`config.mk`:
```
export PLATFORM = sky130hd
export DESIGN_NAME = instr_fetch
export DESIGN_NICKNAME = d
export VERILOG_FILES = /design/src/rtl/instr_fetch.sv
export SDC_FILE = /design/constraint.sdc
export NUM_CORES = 1
export LEC_CHECK = 0
export CELL_PAD_IN_SITES_DETAIL_PLACEMENT = 1
export CELL_PAD_IN_SITES_GLOBAL_PLACEMENT = 1
export CORE_ASPECT_RATIO = 0.5
export CORE_UTILIZATION = 45
export DETAILED_ROUTE_END_ITERATION = 10
export PLACE_DENSITY_LB_ADDON = 0.1
export SYNTH_ARGS = -nofsm -noshare
export SYNTH_HDL_FRONTEND = slang
export SYNTH_SLANG_ARGS = --single-unit
export TNS_END_PERCENT = 10
```
`constraint.sdc`:
```
create_clock -name clk -period 7.2 [get_ports clk]
set_input_delay 1.44 -clock clk [delete_from_list [all_inputs] [get_ports clk]]
set_output_delay 1.44 -clock clk [all_outputs]
set_load 0.01 [all_outputs]
```
`src/rtl/instr_fetch.sv`:
```
`default_nettype none
// ============================================================================
//  Module   : instr_fetch
//  Purpose  : RV32I fetch stage - sequential PC generation, imem valid/ready
//             requests, {pc, instr} buffer and redirect/flush handling.
//  Revision : 1.0
// ============================================================================
module instr_fetch #(
    parameter logic [31:0] RESET_PC   = 32'h0000_0000,
    parameter int unsigned FIFO_DEPTH = 4
) (
    input  logic        clk,
    input  logic        rst_n,
    output logic        imem_req_valid,
    input  logic        imem_req_ready,
    output logic [31:0] imem_req_addr,
    input  logic        imem_rsp_valid,
    input  logic [31:0] imem_rsp_data,
    input  logic        redirect_valid,
    input  logic [31:0] redirect_pc,
    output logic        if_valid,
    input  logic        if_ready,
    output logic [31:0] if_instr,
    output logic [31:0] if_pc,
    output logic [31:0] if_pc4,
    output logic [4:0]  op,
    output logic [2:0]  funct3,
    output logic        funct7_6
);

    localparam int unsigned c_PTR_W = (FIFO_DEPTH > 1) ? $clog2(FIFO_DEPTH) : 1;
    localparam int unsigned c_CNT_W = $clog2(FIFO_DEPTH + 1);

    localparam logic [c_PTR_W-1:0] c_PTR_ONE = c_PTR_W'(1);
    localparam logic [c_CNT_W-1:0] c_CNT_ONE = c_CNT_W'(1);
    localparam logic [c_CNT_W:0]   c_DEPTH   = (c_CNT_W + 1)'(FIFO_DEPTH);

    localparam logic [1:0] c_BOOT  = 2'd0;
    localparam logic [1:0] c_RUN   = 2'd1;
    localparam logic [1:0] c_DRAIN = 2'd2;

    logic [1:0]         r_state;
    logic [1:0]         w_state_next;
    logic [31:0]        r_fetch_pc;
    logic [31:0]        r_rsp_pc;
    logic [c_CNT_W-1:0] r_outstanding;
    logic [c_CNT_W-1:0] w_outstanding_next;
    logic [c_CNT_W-1:0] r_drop_cnt;
    logic [c_CNT_W-1:0] r_count;
    logic [c_CNT_W-1:0] w_count_next;
    logic [c_PTR_W-1:0] r_wr_ptr;
    logic [c_PTR_W-1:0] r_rd_ptr;
    logic [31:0]        r_fifo_pc    [FIFO_DEPTH];
    logic [31:0]        r_fifo_instr [FIFO_DEPTH];

    logic               w_active;
    logic               w_redirect;
    logic [c_CNT_W:0]   w_inflight;
    logic               w_req_valid;
    logic               w_req_fire;
    logic               w_rsp_take;
    logic               w_push;
    logic               w_drop;
    logic               w_pop;
    logic               w_if_valid;
    logic [31:0]        w_target;
    logic               w_unused_pc_bits;

    // Redirects are ignored during the single BOOT cycle.
    assign w_active    = (r_state != c_BOOT);
    assign w_redirect  = redirect_valid && w_active;
    assign w_target    = {redirect_pc[31:2], 2'b00};
    assign w_unused_pc_bits = &{1'b0, redirect_pc[1:0]};

    // Buffered plus in-flight entries may never exceed the buffer size.
    assign w_inflight  = {1'b0, r_count} + {1'b0, r_outstanding};
    assign w_req_valid = (r_state == c_RUN) && (w_inflight < c_DEPTH) && !redirect_valid;
    assign w_req_fire  = w_req_valid && imem_req_ready;
    assign w_rsp_take  = imem_rsp_valid && w_active;
    assign w_push      = imem_rsp_valid && (r_state == c_RUN) && !w_redirect;
    assign w_drop      = imem_rsp_valid && (r_state == c_DRAIN);

    assign w_if_valid  = (r_count != '0) && !redirect_valid;
    assign w_pop       = w_if_valid && if_ready;

    always_comb begin
        w_outstanding_next = r_outstanding;
        if (w_req_fire) begin
            w_outstanding_next = w_outstanding_next + c_CNT_ONE;
        end
        if (w_rsp_take) begin
            w_outstanding_next = w_outstanding_next - c_CNT_ONE;
        end
    end

    always_comb begin
        w_count_next = r_count;
        if (w_push) begin
            w_count_next = w_count_next + c_CNT_ONE;
        end
        if (w_pop) begin
            w_count_next = w_count_next - c_CNT_ONE;
        end
    end

    always_comb begin
        w_state_next = r_state;
        case (r_state)
            c_BOOT: begin
                w_state_next = c_RUN;
            end
            c_RUN, c_DRAIN: begin
                if (w_redirect) begin
                    w_state_next = (w_outstanding_next != '0) ? c_DRAIN : c_RUN;
                end else if (r_state == c_DRAIN) begin
                    if ((r_drop_cnt == '0) || (w_drop && (r_drop_cnt == c_CNT_ONE))) begin
                        w_state_next = c_RUN;
                    end
                end
            end
            default: begin
                w_state_next = c_BOOT;
            end
        endcase
    end

    always_ff @(posedge clk or negedge rst_n) begin
        if (!rst_n) begin
            r_state       <= c_BOOT;
            r_fetch_pc    <= RESET_PC;
            r_rsp_pc      <= RESET_PC;
            r_outstanding <= '0;
            r_drop_cnt    <= '0;
        end else begin
            r_state       <= w_state_next;
            r_outstanding <= w_outstanding_next;
            if (w_redirect) begin
                r_fetch_pc <= w_target;
                r_rsp_pc   <= w_target;
                r_drop_cnt <= w_outstanding_next;
            end else begin
                if (w_req_fire) begin
                    r_fetch_pc <= r_fetch_pc + 32'd4;
                end
                if (w_push) begin
                    r_rsp_pc <= r_rsp_pc + 32'd4;
                end
                if (w_drop && (r_drop_cnt != '0)) begin
                    r_drop_cnt <= r_drop_cnt - c_CNT_ONE;
                end
            end
        end
    end

    always_ff @(posedge clk or negedge rst_n) begin
        if (!rst_n) begin
            r_wr_ptr <= '0;
            r_rd_ptr <= '0;
            r_count  <= '0;
        end else if (w_redirect) begin
            r_wr_ptr <= '0;
            r_rd_ptr <= '0;
            r_count  <= '0;
        end else begin
            if (w_push) begin
                r_wr_ptr <= r_wr_ptr + c_PTR_ONE;
            end
            if (w_pop) begin
                r_rd_ptr <= r_rd_ptr + c_PTR_ONE;
            end
            r_count <= w_count_next;
        end
    end

    // Storage is reset so the head reads as zero straight out of reset.
    for (genvar i = 0; i < FIFO_DEPTH; i++) begin : g_fifo_entry
        always_ff @(posedge clk or negedge rst_n) begin
            if (!rst_n) begin
                r_fifo_pc[i]    <= '0;
                r_fifo_instr[i] <= '0;
            end else if (w_push && (r_wr_ptr == c_PTR_W'(i))) begin
                r_fifo_pc[i]    <= r_rsp_pc;
                r_fifo_instr[i] <= imem_rsp_data;
            end
        end
    end

    assign imem_req_valid = w_req_valid;
    assign imem_req_addr  = r_fetch_pc;
    assign if_valid       = w_if_valid;
    assign if_instr       = r_fifo_instr[r_rd_ptr];
    assign if_pc          = r_fifo_pc[r_rd_ptr];
    assign if_pc4         = if_pc + 32'd4;
    assign op             = if_instr[6:2];
    assign funct3         = if_instr[14:12];
    assign funct7_6       = if_instr[30];

endmodule
`default_nettype wire

```
==> flow_summary.ini, run 1 <==
[sta]
rsz0062_at_grt = no
final_max_slew_viol_count = 0
final.setup.tns_ns = 0
timing.fmax_mhz = 178
finClkSkew_ns = 0.0114
setup_violations = 0
fin_crit_ns = 5.61
hold_viol_final = 0
tightest_slew_ns = 1.08
slew_headroom_pct = 27.7
layout_worst_path_cycle_share_pct = 77.9

[grt]
grt_pass1_wl_mm = 67.1
grt_pass1_vias = 11700
antenna_found_initial = 0
grt_use_total_pct = 24.3
grt_start_max_net_pins = 86
grt_overflow_total = 0

[place]
numPortBuffers = 200
gp_congestion = 0.789
dp.final_hpwl_mm = 27.9

[pwr]
sw_frac_of_total_pct = 35.8
leakage_uw = 0.00789
power_frac_comb_pct = 46.1
p_switching_uw = 3300
ir_worst_vdd_mv = 0.210
p_total_uw = 9230
p_seq_share_pct = 36.4
p_per_area_mw_per_mm2 = 486
power_frac_clock_pct = 17.4
p_int_uw = 5930

[yosys]
syn_inst = 1189
syn_area_mm2 = 0.0157
yosys_warnings = 0
synth-async-reset-ratio_pct = 100
seq_area_frac_synth_pct = 51.6
yosys_most_used_dff = dfrtp_1
yosys_register_bits = 323
synth.distinct_cells = 52
syn_avg_cell_area_um2 = 13.2
synth_edf_count = 0

[worst_setup_path]
crit_fanout = 41
crit_required_ns = 5.76
setup.worst_path.end_class = output port
crit_type = reg -> out
arrival_ns = 4.17
startpoint_type = flip-flop

[routing]
first_pass_iters = 4
num_vias = 10400
wl_mm = 41.4
wl_per_cell_um = 22.4
drc = 0
drt-initial-drc-count = 583
avgViaCountPerCell = 5.63
detail-route-antenna-nets = 0

[outcome]
status = finished, final reports clean

[layout]
drive_above_1_share_pct = 27.2
final_net_count = 1447
final_common_cell = dfrtp_1
synthToLayoutAreaGrowth_pct = 21.2
final_cell_mix = dfrtp_1, mux2_2, clkdlybuf4s50_1, mux4_2, nor2_1
insertedDiodeCount = 0

[clocking]
cts_tree = built
clock-sinks = 323
cts_buffers = 30
cts-resized-gates = 0
h-tree-depth = 1
clk_pin_slew_ns = 0.07
insertion_delay_ns = 0.57
root_buffer = clkbuf_16
cts_hold_buf = 0
cts_setup_buffers = 0
clockBufferDepth = 3

[floorplan]
die_area_mm2 = 0.0356
die_h_um = 134
rows = 47
ioPinCount = 209
initial_utilization_pct = 46.5
die_w_um = 266
core_area_mm2 = 0.0337

[run]
maxCapViolations = 0

[min_path]
hold_class = reg -> reg
-- flip-flops by register name (all words and copies together) (netlist names), 3 cells and up --
name           count
r_drop_cnt         3
r_outstanding      3
r_rsp_pc          30
imem_req_addr     30
r_count            3
r_fifo_pc        120
r_fifo_instr     128
-- critical path, stage by stage, from the launching register on --
cell             delay (ns)
dfrtp_4                1.04
mux4_2                 0.44
ha_1                   0.22
and4_1                 0.33
nand3_1                0.40
nor3_1                 0.39
xnor2_1                0.17
clkdlybuf4s50_1        0.56
-- power by group through the flow --
stage                     logic (uW)  registers [uW]  clock network (uW)
after global placement          4140            3300                   0
after CTS                       4320            3370                1650
final                           4260            3360                1610
after global routing            4600            3500                1720
after floorplan                 2670            3080                   0
after detailed placement        4300            3400                   0
-- per-stage QoR --
| step | utilization (%) | hold WS, ns | setup slack, ns | area [um^2] | instances |
|---|---|---|---|---|---|
| after global placement | 53.5 | 0.459 | 2.22 | 18000 | 1789 |
| after global routing | 56.4 | 0.506 | 1.33 | 19000 | 1845 |
| after floorplan | - | 0.445 | 3.45 | 15700 | 1194 |
| after detailed placement | 53.5 | 0.468 | 2.14 | 18000 | 1789 |
| after CTS | 56.4 | 0.483 | 1.53 | 19000 | 1845 |
| final | 56.4 | 0.484 | 1.59 | 19000 | 1845 |
-- cell families (layout without fill, tap and decap cells) --
family	count (synthesis)	after routing	synth area share, %
AOI/OAI and AO/OA	92	92	3.30
adders and majority gates	21	21	1.68
xor gates and xnor gates	81	81	4.52
and+or+nand+nor	254	254	8.92
muxes	313	313	26.9
other	1	6	0.0239
DFF	323	323	51.6
buffers and inverters	104	290	3.11
-- layer usage --
layer / GRT usage [%] / vias up / routed length [um]
met5: 0 / - / 0
met4: 5.08 / 0 / 864
met3: 3.89 / 59 / 1420
met2: 42.0 / 167 / 21000
met1: 32.4 / 5515 / 18100
li1: - / 4647 / -
-- cell usage after synthesis (2+ instances only) --
master / n / area, um^2
a211oi_1: 2 / 15.0
a21o_1: 3 / 22.5
a21oi_1: 49 / 245
a22o_1: 2 / 17.5
a31oi_1: 15 / 93.8
and2_1: 10 / 62.6
and3_1: 16 / 100
and4_1: 8 / 70.1
buf_1: 5 / 18.8
buf_2: 9 / 45.0
buf_4: 17 / 128
buf_6: 3 / 33.8
clkbuf_1: 50 / 188
dfrtp_1: 323 / 8080
ha_1: 21 / 263
inv_1: 20 / 75.1
mux2_1: 20 / 225
mux2_2: 226 / 2540
mux2i_1: 5 / 50.1
mux4_2: 62 / 1400
nand2_1: 46 / 173
nand2b_1: 2 / 12.5
nand3_1: 37 / 185
nand4_1: 25 / 156
nor2_1: 52 / 195
nor2b_1: 2 / 12.5
nor3_1: 16 / 80.1
nor3_2: 4 / 40.0
nor3b_1: 2 / 15.0
nor4_1: 7 / 43.8
nor4_4: 2 / 42.5
nor4b_2: 2 / 30.0
o21ai_0: 15 / 75.1
o31ai_1: 2 / 15.0
or3_1: 12 / 75.1
or4_1: 2 / 15.0
xnor2_1: 47 / 412
xor2_1: 34 / 298
-- final timing paths --
path / startpoint / to / slack [ns] / cells after the start
max: r_rd_ptr[0] / if_pc4[30] / 1.59 / 7
min: r_fifo_pc[59] / r_fifo_pc[59] / 0.48 / 2
max reg2reg: r_state[1] / r_fifo_instr[62] / 3.77 / 7
min reg2reg: r_fifo_pc[59] / r_fifo_pc[59] / 0.48 / 2
max in group asynchronous: rst_n / r_fifo_instr[92] / 4.74 / 2
min in group asynchronous: rst_n / r_fifo_pc[70] / 0.86 / 1
-- area by class of cell --
class,instances,area [um^2]
clock buffers,39,856
inverters,20,75.1
fillers,3360,14700
clock inverters,17,130
multi-input cells,767,7160
well taps,465,582
repair buffers,214,2110
flip-flops and latches,323,8090
Power figures use the tool's default switching activity.
==> run 2: changes to the inputs <==
--- a/config.mk
+++ b/config.mk
@@ -8,7 +8,7 @@
 export CELL_PAD_IN_SITES_DETAIL_PLACEMENT = 1
 export CELL_PAD_IN_SITES_GLOBAL_PLACEMENT = 1
 export CORE_ASPECT_RATIO = 0.5
-export CORE_UTILIZATION = 45
+export CORE_UTILIZATION = 41
 export DETAILED_ROUTE_END_ITERATION = 10
 export PLACE_DENSITY_LB_ADDON = 0.1
 export SYNTH_ARGS = -nofsm -noshare
==> constraint.sdc (replaced) <==
create_clock -name clk -period 5.15 [get_ports clk]
set_input_delay 1.03 -clock clk [delete_from_list [all_inputs] [get_ports clk]]
set_output_delay 1.03 -clock clk [all_outputs]
set_load 0.01 [all_outputs]
==> flow_summary.ini, run 2 (synthesis gave the netlist of run 1 again) <==
[pwr]
p_per_area_mw_per_mm2 = 686
power_frac_clock_pct = 19.5
p_switching_uw = 4590
sw_frac_of_total_pct = 34.6
leakage_uw = 0.00803
power_frac_comb_pct = 45.2
ir_worst_vdd_mv = 0.265
p_seq_share_pct = 35.2
p_int_uw = 8670

[layout]
final_cells = 1877
insertedDiodeCount = 0
largestRegisters = r_fifo_instr: 128 flops, r_fifo_pc: 120 flops
final_net_count = 1449
regArea_mm2 = 0.00809
largest_register_ffs = 128
synthToLayoutAreaGrowth_pct = 23.3
multi_input_area_mm2 = 0.00716
regMostFlops = r_fifo_instr
final_cell_mix = dfrtp_1, mux2_2, clkdlybuf4s50_1, mux4_2, nor2_1
fin_area_mm2 = 0.0193
nFillCells = 3751
drive_above_1_share_pct = 27.4
final_common_cell = dfrtp_1

[sta]
tightest_slew_ns = 0.966
setup_violations = 0
final_max_slew_viol_count = 0
finClkSkew_ns = 0.0131
hold_slack_ns = 0.475
layout_setup_ws_ns = 0.358
timing.fmax_mhz = 209
fin_crit_ns = 4.79
final.setup.tns_ns = 0
hold_viol_final = 0
slew_headroom_pct = 35.6
layout_worst_path_cycle_share_pct = 93.1
rsz0062_at_grt = no

[grt]
grt_use_total_pct = 22.1
grt_overflow_total = 0
grt_pass1_vias = 11600
grt_pass1_wl_mm = 67.6
antenna_found_initial = 0
grt_start_max_net_pins = 106

[clocking]
insertion_delay_ns = 0.57
cts_setup_buffers = 0
cts-resized-gates = 0
cts_buffers = 31
clock-sinks = 323
clk_pin_slew_ns = 0.07
h-tree-depth = 1
root_buffer = clkbuf_16
cts_tree = built
clockBufferDepth = 3
cts_hold_buf = 0

[worst_setup_path]
crit_slowest_cell = dfrtp_4
rrSetupSlack_ns = 1.88
reg2reg_depth = 11
setup.worst_path.end_class = output port
crit_cells = 7
endpoint = if_pc4[31]
crit_type = reg -> out
worstReg2RegStart = r_state[1]
startpoint_type = flip-flop
crit_family = buffers and inverters
crit_required_ns = 4.12
arrival_ns = 3.76
critPathLaunch = r_rd_ptr[0]
crit_fanout = 48
cp.buffers_inverters = 2
rr_endpoint = r_state[1]
max_stage_delay_ns = 0.67
path_cells = buf_12, mux4_2, and4_1, nand4_2, nor4b_2, xor2_1, clkdlybuf4s50_1

[min_path]
hold_class = in -> async

[routing]
wl_per_cell_um = 22.3
wl_mm = 41.9
drt-initial-drc-count = 483
drc = 0
avgViaCountPerCell = 5.54
first_pass_iters = 4
num_vias = 10400
detail-route-antenna-nets = 0

[place]
preCtsSetupSlack_ns = 0.882
gp_congestion = 0.777
numPortBuffers = 200
detailed_place.area_mm2 = 0.0182
dp.cells = 1819
dp.final_hpwl_mm = 27.9

[floorplan]
die_w_um = 279
rows = 50
core_area_mm2 = 0.0375
die_area_mm2 = 0.0391
ioPinCount = 209
initial_utilization_pct = 41.8
die_h_um = 140

[run]
maxCapViolations = 0

[outcome]
status = finished, final reports clean
[run 2: area by class of cell]
cell class / instances / area share, %
multi-input combinational: 767 / 37.0
inverter: 20 / 0.388
sequential: 323 / 41.8
timing repair buffer: 215 / 11.5
clock inverter: 12 / 1.13
clock buffer: 46 / 4.93
tap: 494 / 3.20
[run 2: worst min path at each step]
stage	from	end	slack, ns	cells past startpoint
3_3_place_gp	r_fifo_pc[123]	r_fifo_pc[123]	0.46	2
2_1_floorplan	r_fifo_pc[59]	r_fifo_pc[59]	0.44	2
3_5_place_dp	r_fifo_pc[49]	r_fifo_pc[49]	0.48	1
6_report	rst_n	r_fifo_pc[102]	0.48	1
4_1_cts	r_fifo_pc[49]	r_fifo_pc[49]	0.49	1
5_1_grt	r_fifo_instr[13]	r_fifo_instr[13]	0.52	1
[run 2: routing by layer]
layer | global-route usage (%) | routed length, um | share of wire (%) | up-vias
li1 | - | - | - | 4636
met1 | 30.2 | 18800 | 45 | 5571
met2 | 37.9 | 20900 | 50 | 146
met3 | 3.19 | 1450 | 3.5 | 53
met4 | 4.19 | 771 | 1.8 | 0
met5 | 0 | 0 | 0 | -
[run 2: metrics by stage]
step / total power (uW) / util (%)
finish: 13300 / 51.5
global route: 14100 / 51.5
CTS: 13400 / 51.5
detailed placement: 10800 / 48.4
global placement: 10500 / 48.4
floorplan: 8040 / -
[run 2: power groups by stage]
stage	registers [uW]	logic (uW)	clock network, uW
3_5_place_dp	4710	6070	0
2_1_floorplan	4310	3730	0
4_1_cts	4670	6110	2660
3_3_place_gp	4570	5890	0
6_report	4670	6000	2590
5_1_grt	4850	6490	2750
==> run 3: changes to the inputs <==
--- a/config.mk
+++ b/config.mk
@@ -11,6 +11,7 @@
 export CORE_UTILIZATION = 41
 export DETAILED_ROUTE_END_ITERATION = 10
 export PLACE_DENSITY_LB_ADDON = 0.1
+export REMOVE_ABC_BUFFERS = 1
 export SYNTH_ARGS = -nofsm -noshare
 export SYNTH_HDL_FRONTEND = slang
 export SYNTH_SLANG_ARGS = --single-unit
==> flow_summary.ini, run 3 (synthesis gave the netlist of run 1 again) <==
[place]
numPortBuffers = 200
dp.final_hpwl_mm = 28.2
preCtsSetupSlack_ns = 0.796
gp_congestion = 0.788

[clocking]
root_buffer = clkbuf_16
cts_setup_buffers = 0
cts_buffers = 30
clock-sinks = 323
cts-resized-gates = 0
cts_tree = built
cts_hold_buf = 0
insertion_delay_ns = 0.57
h-tree-depth = 1
clockBufferDepth = 3
clk_pin_slew_ns = 0.07

[routing]
avgViaCountPerCell = 5.48
first_pass_iters = 4
wl_per_cell_um = 21.9
detail-route-antenna-nets = 0
drt-initial-drc-count = 557
drc = 0
wl_mm = 41.2
num_vias = 10300

[sta]
layout_setup_ws_ns = 0.277
setup_violations = 0
hold_slack_ns = 0.491
layout_worst_path_cycle_share_pct = 94.6
hold_viol_final = 0
finClkSkew_ns = 0.00801
final.setup.tns_ns = 0
slew_headroom_pct = 33.6
final_max_slew_viol_count = 0
fin_crit_ns = 4.87
tightest_slew_ns = 0.996
rsz0062_at_grt = no
timing.fmax_mhz = 205

[floorplan]
die_w_um = 279
initial_utilization_pct = 41.8
core_area_mm2 = 0.0375
die_area_mm2 = 0.0391
die_h_um = 140
rows = 50
ioPinCount = 209

[layout]
largestRegisters = r_fifo_instr: 128 flops, r_fifo_pc: 120 flops
largest_register_ffs = 128
final_common_cell = dfrtp_1
synthToLayoutAreaGrowth_pct = 22.0
drive_above_1_share_pct = 26.9
regMostFlops = r_fifo_instr
final_cell_mix = dfrtp_1, mux2_2, clkdlybuf4s50_1, mux4_2, nor2_1
final_net_count = 1453
utilization_pct = 51.0
insertedDiodeCount = 0
nFillCells = 3783

[worst_setup_path]
cp.buffers_inverters = 2
setup.worst_path.end_class = output port
crit_type = reg -> out
crit_family = buffers and inverters
crit_fanout = 25
crit_slowest_cell = dfrtp_2
path_cells = buf_4, mux4_2, and3_1, nand4_2, nor4b_2, xor2_1, clkdlybuf4s50_1
max_stage_delay_ns = 0.74
arrival_ns = 3.84
startpoint_type = flip-flop
crit_required_ns = 4.12

[grt]
grt_pass1_wl_mm = 66.5
antenna_found_initial = 0
grt_overflow_total = 0
grt_start_max_net_pins = 127
grt_use_total_pct = 21.8
grt_pass1_vias = 11400

[outcome]
status = finished, final reports clean

[pwr]
ir_worst_vdd_mv = 0.266
p_total_uw = 12900
leakage_uw = 0.00794
p_per_area_mw_per_mm2 = 675

[run]
maxCapViolations = 0

[min_path]
hold_class = reg -> reg
[run 3: worst paths after layout]
check | start | slack, ns | depth (start not counted) | to
setup / recovery | r_rd_ptr[1] | 0.28 | 7 | if_pc4[31]
max in group asynchronous | rst_n | 3.30 | 2 | r_fifo_instr[13]
min in group asynchronous | rst_n | 0.57 | 1 | r_fifo_instr[46]
hold reg to reg | r_fifo_pc[38] | 0.49 | 1 | r_fifo_pc[38]
setup reg to reg | r_state[1] | 1.90 | 11 | r_state[1]
hold / removal | r_fifo_pc[38] | 0.49 | 1 | r_fifo_pc[38]
[run 3: worst reg2reg max path, delay by kind of cell, from the launching register on]
family / cells / cell delay, ns
adders and majority gates: 2 / 0.55
AOI/OAI and AO/OA: 2 / 0.50
DFF: 1 / 0.44
and+or+nand+nor: 5 / 1.48
xor gates and xnor gates: 1 / 0.08
buffers and inverters: 1 / 0.10
[run 3: per-layer routing]
layer / wire (um) / global-route usage, % / up-vias / share of wire [%]
li1: - / - / 4663 / -
met1: 18100 / 29.0 / 5444 / 44
met2: 21300 / 38.5 / 130 / 52
met3: 1200 / 2.97 / 52 / 2.9
met4: 625 / 3.90 / 0 / 1.5
met5: 0 / 0 / - / 0
[run 3: cell type report]
class / count / area, um^2 / share of cell area [%]
Tap cell: 494 / 618 / 3.23
Timing Repair Buffer: 220 / 2190 / 11.5
Sequential cell: 323 / 8090 / 42.3
Clock inverter: 11 / 169 / 0.883
Multi-Input combinational cell: 767 / 7160 / 37.4
Clock buffer: 44 / 823 / 4.30
Inverter: 20 / 75.1 / 0.393
[run 3: per-stage QoR]
stage                     cells  cell area [um^2]
final                      1879             19100
after global routing       1879             19100
after CTS                  1879             19100
after detailed placement   1824             18100
after global placement     1824             18100
after floorplan            1110             15300
[run 3: report_power, final]
part           leakage, uW  switching [uW]  internal, uW
Sequential         0.00393             927          3710
Clock             0.000481             977          1310
Combinational      0.00353            2610          3370
Total              0.00794            4520          8390
==> edit 1: new RTL, settings of run 3 <==
Make the reset (`rst_n`) synchronous in 3 clocked blocks.
--- a/src/rtl/instr_fetch.sv
+++ b/src/rtl/instr_fetch.sv
@@ -124,7 +124,7 @@
         endcase
     end
 
-    always_ff @(posedge clk or negedge rst_n) begin
+    always_ff @(posedge clk) begin
         if (!rst_n) begin
             r_state       <= c_BOOT;
             r_fetch_pc    <= RESET_PC;
@@ -152,7 +152,7 @@
         end
     end
 
-    always_ff @(posedge clk or negedge rst_n) begin
+    always_ff @(posedge clk) begin
         if (!rst_n) begin
             r_wr_ptr <= '0;
             r_rd_ptr <= '0;
@@ -174,7 +174,7 @@
 
     // Storage is reset so the head reads as zero straight out of reset.
     for (genvar i = 0; i < FIFO_DEPTH; i++) begin : g_fifo_entry
-        always_ff @(posedge clk or negedge rst_n) begin
+        always_ff @(posedge clk) begin
             if (!rst_n) begin
                 r_fifo_pc[i]    <= '0;
                 r_fifo_instr[i] <= '0;
Function: differs if rst_n is asserted again (counterexample within 4 cycles, from zero or initial values and one cycle with rst_n low); with rst_n held inactive, the same outputs for 4 cycles.
==> edit 1 against run 3 <==
Design area shrank 1.7%; critical path type unchanged; routed wire length shrank 1.9%; synthesized area shrank 1.9%; sequential cell count grew 2; non-clock buffer count grew 3; setup slack gained 0.24 ns; critical path depth grew 1; die area shrank 1.9%.
Power is not compared: it rests on default switching activity, and its combinational part moved more than twofold at a synthesized area within 25%.
==> edit 1: results (changes against run 3) <==
GP Congestion 0.794 (+0.77%); Worst Hold Endpoint r_wr_ptr[1]; Synth cell types 53 (+1.9%); hold_sp r_wr_ptr[1]; routed len/inst 21.5 µm (-2.0%); syn_area_per_cell 12.9 µm² (-2.4%); Async SR Flop Fraction 0 (-1.00); crit path kind flip-flop to output port; number of synthesized flops with an enable pin 248 (+248); Crit Path Max Fanout 17 (-32%); CTS Buf Count 30 (unchanged); Crit-path slowest cell dfxtp_4; # port buffers 200 (unchanged); final net count 1463 (+0.69%); Post-Route Hold Slack 0.515 ns (+0.0235 ns); register area share after synthesis 0.584 (+0.0688); pin count of the biggest net entering global routing 63 (-50%); worst skew pair latency 0.58 ns; layout cells sized above 1 0.107 (-0.162); Post-DP HPWL 26.8 mm (-4.7%); vias in the first global route 10700 (-6.0%); clock skew 0.0173 ns (+0.00928 ns); Fillers 3701 (-2.2%); setup slack, reg-to-reg 2.00 ns (+0.10 ns); initial antenna violation count 0 (unchanged); ranking of synthesized cells by area edfxtp_1 (48%), and2_1 (10%), dfxtp_1 (10%); hold path cells 2 (+1); first-pass GRT wire length 62.7 mm (-5.8%); Critical Path AT 3.60 ns (-0.24 ns); dominant synthesized flop cell edfxtp_1; GRT Resource Usage Total 0.213 (-0.00441); Post-synth top cells and2_1 (254), edfxtp_1 (248), dfxtp_1 (77), xnor2_1 (73), mux4_2 (62); r2r worst-path depth 10 (-1); initial DRC count 487 (-13%); wirelength, routed 40.4 mm (-1.9%); CP delay by family, top buffers and inverters; Rel. slew slack 0.459 (+0.123); reg2reg end r_state[0]; routed vias/inst 5.31 (-3.0%); worst r2r src r_outstanding[1]; result of the run completed; crit-path max cell delay 0.57 ns (-0.17 ns); critical path endpoint if_pc4[29]
edit 1: area by class of cell:
cell class / instances / share of cell area
flip-flops and latches: 325 / 0.478
multi-input cells: 764 / 0.316
repair buffers: 223 / 0.118
clock buffers: 36 / 0.0411
well taps: 484 / 0.0322
clock inverters: 19 / 0.00772
inverters: 28 / 0.00559
diodes: 1 / 0.000133
edit 1: cells by family after synthesis:
kind of cell / Yosys count / share of synthesized area
flip-flops: 325 / 0.584
other: 1 / 0.000244
multiplexers: 69 / 0.0954
buffers and inverters: 111 / 0.0325
adder cells (fa/ha/maj): 21 / 0.0171
XOR/XNOR: 85 / 0.0484
AO/OA/AOI/OAI: 120 / 0.0458
AND/OR/NAND/NOR: 463 / 0.176
edit 1: layer usage:
metal	up-vias	track usage	wire length, µm
li1	4671	-	-
met1	5107	0.294	18900
met2	166	0.364	19700
met3	45	0.0306	1340
met4	0	0.0321	532
met5	-	0	0
edit 1: worst register-to-register path: stages, from the launching register on:
cell and delay [ns]:
dfxtp_1 0.34, ha_1 0.35, a311oi_4 0.54, nand2_1 0.30, mux2i_1 0.22, ha_1 0.17
nand3b_1 0.11, xnor2_1 0.18, xnor2_1 0.37, nor2_1 0.10, a311o_1 0.35
edit 1: per-stage QoR:
| step | setup TNS [ns] | setup slack [ns] | area (µm²) |
|---|---|---|---|
| after floorplan | -5.36 | -0.371 | 15000 |
| after global placement | 0 | 1.11 | 17900 |
| after detailed placement | 0 | 1.04 | 17900 |
| after CTS | 0 | 0.425 | 18800 |
| after global routing | 0 | 0.188 | 18800 |
| final | 0 | 0.516 | 18800 |
==> edit 2: new RTL, flow settings as in run 3 <==
Without the edit above. Set the parameter `FIFO_DEPTH` to 8 (it was 4).
--- a/src/rtl/instr_fetch.sv
+++ b/src/rtl/instr_fetch.sv
@@ -7,7 +7,7 @@
 // ============================================================================
 module instr_fetch #(
     parameter logic [31:0] RESET_PC   = 32'h0000_0000,
-    parameter int unsigned FIFO_DEPTH = 4
+    parameter int unsigned FIFO_DEPTH = 8
 ) (
     input  logic        clk,
     input  logic        rst_n,
Function: same outputs for any inputs over 4 cycles, from zero or initial values and one cycle with rst_n low; that may be too few to reach the edited logic, so the function may still have changed.
==> edit 2 against run 3 <==
Sequential cell count increased by 253; critical path type unchanged; routed wire length increased by 72%; highest routed layer unchanged; power increased by 53%; setup slack got worse by 0.11 ns; synthesized area increased by 76%; largest cell class unchanged; design area increased by 69%; maximum frequency decreased by 2.1%; non-clock buffer count increased by 38; via count increased by 62%; critical path depth increased by 3; clock power increased by 72%.
==> edit 2: results (changes against run 3) <==
result of the run completed; Post-DP HPWL 44.9 mm (+60%); GRT Resource Usage Total 0.214 (-0.00414); Signal buf overhead 0.0821 (-0.0327); Synth cell types 62 (+19%); ranking of synthesized cells by area dfrtp_1 (52%), mux2_2 (21%), mux4_2 (7.7%); CTS Buf Count 53 (+77%); CLK BUF 80 (+82%); fraction of area in multi-input gates 0.383 (+0.00853); GP Congestion 0.762 (-3.3%); first-pass GRT wire length 112 mm (+69%); layout cells sized above 1 0.358 (+0.0899); Clock buf/inv share 0.0517 (-0.000158); multi-input combinational gate total 1232 (+61%); final core utilization 0.492 (-0.0171); worst slew pin tran 0.898 ns (-0.0987 ns); final net count 2245 (+55%); initial DRC count 834 (+50%); top flop regs r_fifo_instr x256, r_fifo_pc x240; inverter count 30 (+50%); leak pwr 14.1 nW (+78%); H-tree depth 2 (+1); Post-DP Area 30600 µm² (+69%); mapped cell area 27600 µm² (+76%); vias post-DR 16700 (+62%); seq_cells 576 (+78%); Post-synth top cells dfrtp_1 (576), mux2_2 (519), nand2_1 (119), clkbuf_1 (107), mux4_2 (94); P_sw 6.55 mW (+45%); VDD IR max 0.000254 V (-4.2%); worst skew pair latency 0.60 ns (+0.03 ns); FF/Latch Area 14400 µm² (+78%); Place WS 0.440 ns (-0.356 ns)
-- edit 2: worst max-delay path: stages, from the launching register on --
cell and delay, ns:
dfrtp_4 0.54, buf_12 0.20, buf_8 0.20, mux4_1 0.43, and4_1 0.29, o211a_1 0.23
nand4_2 0.16, or4_1 0.42, nor2_1 0.16, xnor2_1 0.14, clkdlybuf4s50_1 0.55
-- edit 2: power groups by stage --
stage	logic (mW)	clock network (mW)	registers [mW]
finish	8.05	3.93	7.75
global route	8.74	4.25	8.03
CTS	8.14	4.06	7.76
detailed placement	8.10	0	7.83
global placement	7.93	0	7.76
floorplan	4.96	0	7.51
-- edit 2: what timing repair did --
action	CTS	global route
pin swaps	1	0
hold buffers	0	0
buffers inserted	0	3
resized for setup	6	11
endpoints found under the setup margin	12	9
-- edit 2: final timing paths --
path                               start                end  slack (ns)  cells after the start
max                          r_rd_ptr[0]         if_pc4[30]        0.17                     10
min                                rst_n   r_outstanding[0]        0.46                      1
max reg2reg                   r_state[1]         r_state[0]        1.72                     10
min reg2reg                r_fifo_pc[49]      r_fifo_pc[49]        0.49                      2
max in group asynchronous          rst_n  r_fifo_instr[120]        3.52                      2
min in group clk           r_fifo_pc[49]      r_fifo_pc[49]        0.49                      2
-- edit 2: metal layers --
metal	track usage	vias up	wire (µm)
li1	-	7502	-
met2	0.347	177	33600
met5	0	-	0
met4	0.0445	0	1230
met3	0.0301	79	2140
met1	0.306	8942	33800
-- edit 2: cell families after synthesis --
kind of cell | after synthesis | synth area share
AO/OA/AOI/OAI | 121 | 0.0277
XOR/XNOR | 96 | 0.0305
adder cells (fa/ha/maj) | 24 | 0.0109
buffers and inverters | 188 | 0.0328
flip-flops | 576 | 0.523
multiplexers | 661 | 0.321
other | 1 | 0.000136
AND/OR/NAND/NOR | 324 | 0.0542
